--- src/rtl/baud_gen_frac.sv ---
// baud_gen_frac: UART baud generator, programmable divisor, oversampled strobes.
// Optional fractional correction is built only when BAUD_FRAC_EN is defined.
//
// Ports:
//   clk, reset       - clock, synchronous active-high reset
//   en               - run enable; low holds the generator idle and re-armed
//   div_int/div_frac - new divisor, captured by the div_load strobe
//   load_pending     - a captured divisor waits for the next bit boundary
//   sample_tick      - one pulse per oversample period
//   mid_tick/bit_tick- pulses on sample OVS/2 and sample OVS of each bit
//   ovs_phase        - sample ticks already taken in the current bit
module baud_gen_frac #(
  parameter int DIV_W        = 16,
  parameter int FRAC_W       = 4,
  parameter int OVS          = 16,
  parameter int DEF_DIV_INT  = 27,
  parameter int DEF_DIV_FRAC = 2
) (
  input  logic                    clk,
  input  logic                    reset,
  input  logic                    en,
  input  logic [DIV_W-1:0]        div_int,
  input  logic [FRAC_W-1:0]       div_frac,
  input  logic                    div_load,
  output logic                    load_pending,
  output logic                    sample_tick,
  output logic                    mid_tick,
  output logic                    bit_tick,
  output logic [$clog2(OVS)-1:0]  ovs_phase
);

  localparam int PH_W = $clog2(OVS);
  localparam int CW   = DIV_W + 1;

  localparam logic [PH_W-1:0] PH_LAST = PH_W'(OVS - 1);
  localparam logic [PH_W-1:0] PH_MID  = PH_W'(OVS / 2 - 1);

  logic [CW-1:0]    cnt_q, cnt_d;
  logic [PH_W-1:0]  phase_q, phase_d;
  logic [DIV_W-1:0] act_int_q, act_int_d;
  logic [DIV_W-1:0] pend_int_q, pend_int_d;
  logic             pend_v_q, pend_v_d;
  logic             st_q, st_d;
  logic             mid_q, mid_d;
  logic             bit_q, bit_d;

  logic [DIV_W-1:0] new_int_w;
  logic             ev_w;
  logic             wrap_w;
  logic             apply_w;
  logic             cap_w;
  logic             idle_ld_w;
  logic             carry_w;

  // A zero divisor would stall the counter; run it as 1.
  assign new_int_w = (div_int == '0) ? DIV_W'(1) : div_int;

  assign ev_w      = en && (cnt_q == '0);
  assign wrap_w    = ev_w && (phase_q == PH_LAST);
  // A load arriving on the wrap itself goes straight to the boundary.
  assign apply_w   = wrap_w && (div_load || pend_v_q);
  assign cap_w     = en && div_load && !wrap_w;
  assign idle_ld_w = !en && div_load;

`ifdef BAUD_FRAC_EN
  logic [FRAC_W-1:0] acc_q, acc_d;
  logic [FRAC_W-1:0] act_frac_q, act_frac_d;
  logic [FRAC_W-1:0] pend_frac_q, pend_frac_d;
  logic [FRAC_W:0]   sum_w;

  assign sum_w   = {1'b0, acc_q} + {1'b0, act_frac_q};
  assign carry_w = sum_w[FRAC_W];

  always_comb begin
    acc_d       = acc_q;
    act_frac_d  = act_frac_q;
    pend_frac_d = pend_frac_q;
    if (!en || apply_w) begin
      acc_d = '0;
    end else if (ev_w) begin
      acc_d = sum_w[FRAC_W-1:0];
    end
    if (idle_ld_w) begin
      act_frac_d = div_frac;
    end else if (apply_w) begin
      act_frac_d = div_load ? div_frac : pend_frac_q;
    end
    if (cap_w) begin
      pend_frac_d = div_frac;
    end
  end

  always_ff @(posedge clk) begin
    if (reset) begin
      acc_q       <= '0;
      act_frac_q  <= FRAC_W'(DEF_DIV_FRAC);
      pend_frac_q <= '0;
    end else begin
      acc_q       <= acc_d;
      act_frac_q  <= act_frac_d;
      pend_frac_q <= pend_frac_d;
    end
  end
`else
  logic unused_frac;

  assign carry_w     = 1'b0;
  assign unused_frac = ^div_frac ^ (DEF_DIV_FRAC != 0);
`endif

  always_comb begin
    cnt_d      = cnt_q;
    phase_d    = phase_q;
    act_int_d  = act_int_q;
    pend_int_d = pend_int_q;
    pend_v_d   = pend_v_q;
    st_d       = ev_w;
    mid_d      = ev_w && (phase_q == PH_MID);
    bit_d      = wrap_w;

    if (idle_ld_w) begin
      act_int_d = new_int_w;
      pend_v_d  = 1'b0;
    end else if (apply_w) begin
      act_int_d = div_load ? new_int_w : pend_int_q;
      pend_v_d  = 1'b0;
    end
    if (cap_w) begin
      pend_int_d = new_int_w;
      pend_v_d   = 1'b1;
    end

    // Idle keeps the counter armed with whatever divisor will run next.
    if (!en) begin
      cnt_d   = {1'b0, act_int_d} - CW'(1);
      phase_d = '0;
    end else if (apply_w) begin
      cnt_d = {1'b0, act_int_d} - CW'(1);
    end else if (ev_w) begin
      cnt_d = {1'b0, act_int_q} - CW'(1) + CW'(carry_w);
    end else begin
      cnt_d = cnt_q - CW'(1);
    end

    if (ev_w) begin
      phase_d = wrap_w ? '0 : phase_q + PH_W'(1);
    end
  end

  always_ff @(posedge clk) begin
    if (reset) begin
      cnt_q      <= CW'(DEF_DIV_INT - 1);
      phase_q    <= '0;
      act_int_q  <= DIV_W'(DEF_DIV_INT);
      pend_int_q <= '0;
      pend_v_q   <= 1'b0;
      st_q       <= 1'b0;
      mid_q      <= 1'b0;
      bit_q      <= 1'b0;
    end else begin
      cnt_q      <= cnt_d;
      phase_q    <= phase_d;
      act_int_q  <= act_int_d;
      pend_int_q <= pend_int_d;
      pend_v_q   <= pend_v_d;
      st_q       <= st_d;
      mid_q      <= mid_d;
      bit_q      <= bit_d;
    end
  end

  assign load_pending = pend_v_q;
  assign sample_tick  = st_q;
  assign mid_tick     = mid_q;
  assign bit_tick     = bit_q;
  assign ovs_phase    = phase_q;

endmodule

--- config.mk ---
export PLATFORM = sky130hd
export DESIGN_NAME = baud_gen_frac
export DESIGN_NICKNAME = d
export VERILOG_FILES = /design/src/rtl/baud_gen_frac.sv
export SDC_FILE = /design/constraint.sdc
export NUM_CORES = 1
export LEC_CHECK = 0
export BUFFER_PORTS_ARGS = -buffer_cell sky130_fd_sc_hd__buf_2
export CORE_MARGIN = 5
export CORE_UTILIZATION = 52
export CTS_BUF_LIST = sky130_fd_sc_hd__clkbuf_4
export CTS_CLUSTER_DIAMETER = 40
export CTS_CLUSTER_SIZE = 40
export DETAILED_ROUTE_END_ITERATION = 10
export GPL_TIMING_DRIVEN = 0
export PLACE_DENSITY = 0.72
export SLEW_MARGIN = 20
export SYNTH_ARGS = -nofsm -noshare
export SYNTH_HDL_FRONTEND = slang
export SYNTH_SLANG_ARGS = --single-unit
--- constraint.sdc ---
create_clock -name clk -period 8.3 [get_ports clk]
set_input_delay 2.49 -clock clk [delete_from_list [all_inputs] [get_ports clk]]
set_output_delay 2.49 -clock clk [all_outputs]
set_load 0.05 [all_outputs]
== After elaboration in Yosys (flattened, before gate mapping) ==
Index checks and enable logic that the tools add are counted.

* Flip-flop bits (word level): 57
* Bits of input ports: 24
* Output and inout port bits: 8

* Add/subtract/negate cells: 4
* Eq/ne operators: 3
* Multiplexer cells: 13
* Reductions and logical operators: 13

{| class="wikitable"
|+ Operators with widths
! kind !! count
|-
| two-way mux 16 bit || 4
|-
| two-way mux 17 bit || 3
|-
| subtractor 16 x 1 -> 17 bit (second input constant) || 2
|-
| logical NOT 17 bit || 1
|-
| subtractor 17 x 1 -> 17 bit (second input constant) || 1
|-
| logical NOT 16 bit || 1
|-
| two-way mux 4 bit || 3
|-
| logical AND 1 bit || 7
|-
| adder 4 x 1 -> 4 bit (second input constant) || 1
|-
| == test 4 x 3 -> 1 bit (second input constant) || 1
|-
| == test 4 bit (second input constant) || 1
|-
| two-way mux 1 bit || 3
|-
| nonzero test 3 bit || 1
|-
| logical NOT 1 bit || 2
|-
| != test 2 x 1 -> 1 bit (second input constant) || 1
|-
| logical OR 1 bit || 1
|}

== Logic depth before layout (Yosys ltp) ==
Gate-level depths: netlist of the first run.

* Word-level depth: 9
* Gate-level depth with buffers: 15
* Depth with buffers taken out: 13

== Worst setup path after synthesis of the first run ==
No wires, ideal clock.

* Path type: in2reg
* From: in en
* To: reg cnt_q[14]
* Library setup time: 0.091 ns
* Arrival time: 5.571 ns
* Slack: 2.638 ns
* Cell stages on the path: 14
* Buffers on the path: 2
* Cell sequence: buf_2 > nor3b_1 > nand4_1 > nor2_1 > clkbuf_1 > a21oi_1 > ha_1 > nand2b_1 > a311o_1 > a2111oi_0 > nor3b_1 > xnor2_1 > nor2_1 > a311oi_1

* Cells in the longest elaborated chain, start to end: 8

{| class="wikitable"
|+ RTL lines
! element !! RTL line !! source
|-
| from (decl) || 21 || <nowiki>input logic en,</nowiki>
|-
| logical AND 1 bit || 58 || <nowiki>assign ev_w = en && (cnt_q == '0);</nowiki>
|-
| logical AND 1 bit || 59 || <nowiki>assign wrap_w = ev_w && (phase_q == PH_LAST);</nowiki>
|-
| logical AND 1 bit || 61 || <nowiki>assign apply_w = wrap_w && (div_load || pend_v_q);</nowiki>
|-
| two-way mux 16 bit || 124 || <nowiki>end else if (apply_w) begin</nowiki>
|-
| two-way mux 16 bit || 121 || <nowiki>if (idle_ld_w) begin</nowiki>
|-
| subtractor 16 x 1 -> 17 bit || 135, 138 ||
|-
| two-way mux 17 bit || 137 || <nowiki>end else if (apply_w) begin</nowiki>
|-
| two-way mux 17 bit * || 134 || <nowiki>if (!en) begin</nowiki>
|-
| to (signal assigned) || 152 || <nowiki>cnt_q <= CW'(DEF_DIV_INT - 1);</nowiki>
|-
| to (signal assigned) || 161 || <nowiki>cnt_q <= cnt_d;</nowiki>
|-
| to (decl) || 38 || <nowiki>logic [CW-1:0] cnt_q, cnt_d;</nowiki>
|}

Every way passes the cells marked *; elsewhere a longest branch is shown, timed or not.
A chain may end at the register's enable or synchronous reset.

== Worst setup path after layout of the first run ==
Ends and elaborated chain as after synthesis.

==> results_dict.tcl, run 1 <==
set metrics [dict create \
    clkLatencyLatePin_ns 0.42 \
    antenna_cells 0 \
    rsz0062_at_grt "no" \
    synth_edf_count 0 \
    worstSetupEndpointType "flop" \
    ys.flop_type "dfxtp_1" \
    first_pass_iters 5 \
    clkSinkCount 57 \
    overflow 0 \
    clockPowerShare_pct 36.8 \
    fp.dieH_um 90.41 \
    core.rowCount 29 \
    cts_made_buffers 9 \
    vdd_drop_max_v 0.0001071 \
    cts_tree "yes" \
    grt_pass1_vias 3277 \
    antenna_found_initial 0 \
    p_seq_share_pct 46.7 \
    drive_gt1_share_pct 14.23 \
    syn2layout_area_growth_pct 11.95 \
    critPathLaunchType "primary input" \
    power.internal_uw 449.8 \
    wl_per_cell_um 19.36 \
    place_ws_ns 1.702 \
    worstSetupPathType "in -> reg" \
    postRouteAntennaNets 0 \
    crit_required_ns 8.63 \
    synth_cell_types 67 \
    drc 0 \
    ys_ff_latch 57 \
    swShare_pct 30.33 \
    crit_top_cell "and4_1" \
    finalSetupTns_ns 0 \
    cts.reportedPaths.clkPinSlew_ns 0.11 \
    synth.top_cells.by_count "nand2_1 (68), dfxtp_1 (57), a21oi_1 (48)" \
    tightest_slew_ns 0.8427 \
    start_util_pct 53.25 \
    synth_warnings 0 \
    root_buffer "clkbuf_4" \
    syn_nets 457 \
    layout_min_cycle_time_ns 6.002 \
    cp_slowest_cell "nor3_2" \
    leakage_uw 0.001367 \
    comb_power_share_pct 16.6 \
    switching_power_uw 195.8 \
    cp_cell_sequence "buf_2, nor3b_1, nand3_1, nor3_2, a2bb2oi_1, and2_1, ha_1, o41ai_1, a211oi_1, and4_1, and4_1, buf_6, a31o_1, a311oi_1" \
    cts_max_level 3 \
    yosys.area.top_type "dfxtp_1" \
    fin_ws_ns 2.298 \
    path_max_fanout 10 \
    cts-resized-gates 0 \
    cts_hold_buf 0 \
    io_buffers 25 \
    fin_nets 493 \
    syn_avg_cell_area_sq_um 7.819 \
    initialDrtViolationCount 424 \
    min-delay-path-class "reg -> reg" \
    synthCells 430 \
    yosysSeqAreaShare_pct 33.94 \
    drv_cap 0 \
    via_per_inst 6.655 \
    maxSlewViolCount 0 \
    max_freq_ghz 0.1666 \
    clock_path_buffers 2 \
    dp_hpwl_mm 7.847 \
    die_w_um 90.41 \
    critPathTopFamily "simple AND/OR/NAND/NOR gates" \
    crit_buf_inv 2 \
    fin_crit_sh_pct 72.31 \
    cp.arrival_ns 6.34 \
    vias 3647 \
    hold_viol 0 \
    ys_top_cells_by_area "dfxtp_1 (34%), nand2_1 (7.6%), a21oi_1 (7.1%)" \
    die-area_sq_mm 0.008173 \
    netlist_area_sq_mm 0.003362 \
    finalSetupViolations 0 \
    io_pins 32 \
    max_stage_delay_ns 0.66 \
    design_area_sq_mm 0.003764 \
    power_density_mw_per_mm2 171.5 \
    gp_congestion 0.9393 \
    core_area_sq_mm 0.006314 \
    synth_most_common_cell "nand2_1" \
    grt_util_all_layers_pct 25.44 \
    grt_pass1_wl_mm 16.80 \
    routed_wl_mm 10.61 \
    placed_cell_area_sq_mm 0.003590 \
    fin_skew_ns 0.01256 \
    async_flop_share_pct 0 \
    status "finished clean" \
    post_cts_buffers 0 \
    synth_top_area_share_pct 33.94 \
    slew-limit-headroom_pct 43.30 \
    grt_max_degree 11 \
]
==> final timing paths <==
path,from,end,slack [ns],cells past startpoint
setup / recovery,en,cnt_q[14],2.30,14
hold / removal,pend_int_q[13],pend_int_q[13],0.46,2
setup reg to reg,cnt_q[6],cnt_q[14],4.03,14
hold reg to reg,pend_int_q[13],pend_int_q[13],0.46,2
==> power groups by stage <==
stage / sequential, uW / combinational, uW / clock (uW)
finish: 301 / 107 / 237
global route: 303 / 116 / 251
CTS: 300 / 104 / 237
floorplan: 303 / 73.3 / 0
global placement: 306 / 102 / 0
detailed placement: 307 / 103 / 0
==> cells by family after synthesis <==
kind of cell	count (synthesis)	synth area share [%]
simple gates	204	30.29
xor+xnor	18	4.689
flops	57	33.94
fa+ha+maj	3	1.117
compound gates	124	26.54
buf+inv	24	3.424
==> per-stage QoR <==
| step | util (%) | hold WS [ns] | cells | total power, uW |
|---|---|---|---|---|
| finish | 59.61 | 0.4612 | 548 | 645.5 |
| global route | 59.61 | 0.4854 | 548 | 669.5 |
| CTS | 59.35 | 0.4656 | 548 | 641.2 |
| detailed placement | 56.86 | 0.4499 | 532 | 410.3 |
| global placement | 56.76 | 0.4439 | 532 | 408.1 |
| floorplan | - | 0.4313 | 430 | 376.6 |
==> flip-flops by register name, indices dropped and copies added (netlist names) <==
signal	flops
ovs_phase	4
bit_tick	1
pend_int_q	16
act_int_q	16
cnt_q	17
load_pending	1
sample_tick	1
mid_tick	1
==> tightest hold or removal path: cells and delay by family (launching register included) <==
family	cells	cell delay, ns
flip-flops	1	0.32
AND/OR/NAND/NOR	1	0.05
AO/OA/AOI/OAI	1	0.05
==> cells in the final DEF, fill, tap and decap left out, types with 3 or more instances in the layout <==
master | netlist | layout
nor3_1 | 16 | 15
nand2b_1 | 8 | 8
nor2b_1 | 4 | 4
a21oi_1 | 48 | 48
nand3_1 | 10 | 10
a221oi_1 | 4 | 4
o211ai_1 | 3 | 3
buf_2 | 2 | 27
and2_1 | 4 | 4
clkbuf_1 | 16 | 16
dfxtp_1 | 57 | 57
a211oi_1 | 9 | 9
nand4_1 | 4 | 4
clkbuf_4 | 0 | 10
o41ai_1 | 3 | 3
and3_1 | 8 | 8
or4_1 | 4 | 4
xnor2_1 | 11 | 11
nand2_1 | 68 | 68
xor2_1 | 7 | 7
ha_1 | 3 | 3
a211o_1 | 3 | 3
nor4_1 | 9 | 9
o22ai_1 | 3 | 3
nor2_1 | 47 | 47
o21ai_0 | 10 | 10
o31ai_1 | 6 | 6
or3_1 | 6 | 6
==> metal layers <==
metal | share of wire (%) | up-vias | track usage [%]
li1 | - | 1677 | -
met1 | 44 | 1714 | 34.50
met2 | 44 | 210 | 37.74
met3 | 8.4 | 46 | 4.667
met4 | 4.1 | 0 | 14.14
met5 | 0 | - | 0
==> area by class of cell <==
type | count | area [sq um]
multi-input combinational | 349 | 2128
inverter | 2 | 7.507
clock buffer | 10 | 75.07
tap | 77 | 96.34
clock inverter | 6 | 82.58
fill | 588 | 2550
sequential | 57 | 1141
timing repair buffer | 25 | 125.1
buffer | 22 | 107.6
No activity file was read; power rests on OpenSTA's default activity.
==> run 2, diff against run 1 <==
PLACE_DENSITY = 0.75   (was 0.72)
clock period = 5.2 ns   (was 8.3 ns; I/O delays follow)
==> run 2 against run 1 <==
Cell count is the same. Critical path type unchanged. Via count is 1.8% lower. Worst hold slack improved by 0.0024 ns. Utilization up 0.079 points. Combinational power rose by 59%. Sequential share of layout area hardly changed. Sequential power is 60% higher. Critical path depth is the same. Power grew 59%. Sequential cell count stayed put. Highest routed layer unchanged. Global-route usage is 0.23 points higher. Register-to-register slack lost 3.0 ns.
==> results_dict.tcl, run 2 (synthesis gave the netlist of run 1 again) <==
set metrics [dict create \
    tightest_slew_ns 0.8423 \
    routed_wl_mm 10.48 \
    gp_congestion 0.9327 \
    fin_skew_ns 0.01620 \
    fin_crit_sh_pct 94.18 \
    leakage_uw 0.001380 \
    finalSetupTns_ns 0 \
    syn2layout_area_growth_pct 12.10 \
    max_stage_delay_ns 0.80 \
    vdd_drop_max_v 0.0001859 \
    drive_gt1_share_pct 14.65 \
    io_pins 32 \
    rsz0062_at_grt "no" \
    antenna_cells 0 \
    switching_power_uw 307.2 \
    crit_top_cell "nor2_1" \
    max_freq_ghz 0.2042 \
    cp.arrival_ns 5.20 \
    reg2regPathDepth 14 \
    first_pass_iters 5 \
    hold_end "pend_int_q[9]" \
    area.sequential_sq_mm 0.001141 \
    grt_pass1_wl_mm 16.86 \
    cts_max_level 3 \
    multi_input_area_sq_mm 0.002133 \
    top_register "cnt_q" \
    swShare_pct 29.94 \
    core.rowCount 29 \
    wl_per_cell_um 19.13 \
    cts_tree "yes" \
    place_ws_ns -0.5036 \
    hold_viol 0 \
    slew-limit-headroom_pct 43.74 \
    min_from "pend_int_q[9]" \
    power.internal_uw 719.0 \
    reg2reg_setup_slack_ns 1.02 \
    initialDrtViolationCount 426 \
    postRouteAntennaNets 0 \
    via_per_inst 6.536 \
    wl_met1_mm 4.500 \
    min-delay-path-class "reg -> reg" \
    overflow 0 \
    status "finished clean" \
    highest_layer "met4" \
    layout_min_cycle_time_ns 4.897 \
    cts_hold_buf 0 \
    fillers 575 \
    path_max_fanout 10 \
    drv_cap 0 \
    fin_ws_ns 0.3029 \
    final_cell_mix "nand2_1 (68), dfxtp_1 (57), a21oi_1 (48)" \
    cp_cell_sequence "buf_2, nor3b_2, nand4_1, nor2_1, clkbuf_1, a21oi_1, ha_1, nand2b_1, a311o_1, a2111oi_2, nor3b_1, xnor2_1, nor2_1, a311oi_1" \
    die-area_sq_mm 0.008173 \
    final_common_cell "nand2_1" \
    p_seq_share_pct 46.9 \
    crit_buf_inv 2 \
    clock_path_buffers 2 \
    critPathLaunchType "primary input" \
    critPathTopFamily "compound AO/OA/AOI/OAI gates" \
    fin_nets 493 \
    maxSlewViolCount 0 \
    cts_made_buffers 9 \
    clkLatencyLatePin_ns 0.42 \
    largest_reg_flops 17 \
    die_w_um 90.41 \
    root_buffer "clkbuf_4" \
    comb_power_share_pct 16.6 \
    hold-worst-slack_ns 0.4636 \
    crit_required_ns 5.51 \
    worstSetupPathType "in -> reg" \
    dp_hpwl_mm 7.843 \
    power_density_mw_per_mm2 272.3 \
    vias 3582 \
    grt_pass1_vias 3328 \
    grt_max_degree 11 \
    worstSetupEndpointType "flop" \
    core_area_sq_mm 0.006314 \
    wl_met3_um 859 \
    io_buffers 25 \
    clockPowerShare_pct 36.5 \
    min_path_cells 2 \
    reg.largest.list "cnt_q: 17 flops, act_int_q: 16 flops, pend_int_q: 16 flops" \
    r2r_end "cnt_q[14]" \
    antenna_found_initial 0 \
    cp_slowest_cell "a2111oi_2" \
    drc 0 \
    clkSinkCount 57 \
    wl_met2_mm 4.708 \
    cts.reportedPaths.clkPinSlew_ns 0.09 \
    start_util_pct 53.25 \
    fp.dieH_um 90.41 \
    grt_util_all_layers_pct 25.66 \
    r2r-start "cnt_q[6]" \
    finalSetupViolations 0 \
]
[run 2: worst max path at each step]
stage | start | to | slack, ns | cells after the start
3_3_place_gp | en | cnt_q[14] | -0.58 | 14
2_1_floorplan | en | cnt_q[14] | 0.47 | 14
5_1_grt | en | cnt_q[14] | 0.09 | 14
6_report | en | cnt_q[14] | 0.30 | 14
3_5_place_dp | en | cnt_q[14] | -0.50 | 14
4_1_cts | en | cnt_q[14] | 0.23 | 14
[run 2: repair_timing]
item,in CTS,in global routing
resized for setup,1,1
buffers inserted,0,0
endpoints found under the setup margin,2,1
[run 2: cell type report]
type,instances,share of cell area [%]
flip-flops and latches,57,30.28
repair buffers,25,3.320
clock inverters,6,2.191
clock buffers,10,1.992
inverters,2,0.1992
plain buffers,22,2.855
multi-input cells,349,56.61
well taps,77,2.556
[run 2: power by group through the flow]
stage / Combinational (uW) / Clock, uW / Sequential, uW
2_1_floorplan: 117 / 0 / 484
3_3_place_gp: 161 / 0 / 489
3_5_place_dp: 165 / 0 / 490
4_1_cts: 166 / 373 / 480
5_1_grt: 186 / 397 / 484
6_report: 170 / 375 / 481
[run 2: metal layers]
metal	vias up	track usage [%]
met5	-	0
met3	40	4.000
li1	1672	-
met1	1696	34.90
met4	0	12.16
met2	174	39.57
[run 2: tightest hold or removal path: stages, from the launching register on]
cell and delay, ns:
dfxtp_1 0.32, nand2_1 0.05, a21oi_1 0.05
[run 2: per-stage QoR]
step           util (%)  instances  cell area, sq um  total power (uW)
6_report          59.69        548              3769              1026
4_1_cts           59.61        548              3764              1019
3_5_place_dp      57.04        532              3601             654.7
5_1_grt           59.69        548              3769              1068
3_3_place_gp      56.76        532              3583             650.2
2_1_floorplan         -        430              3362             601.0
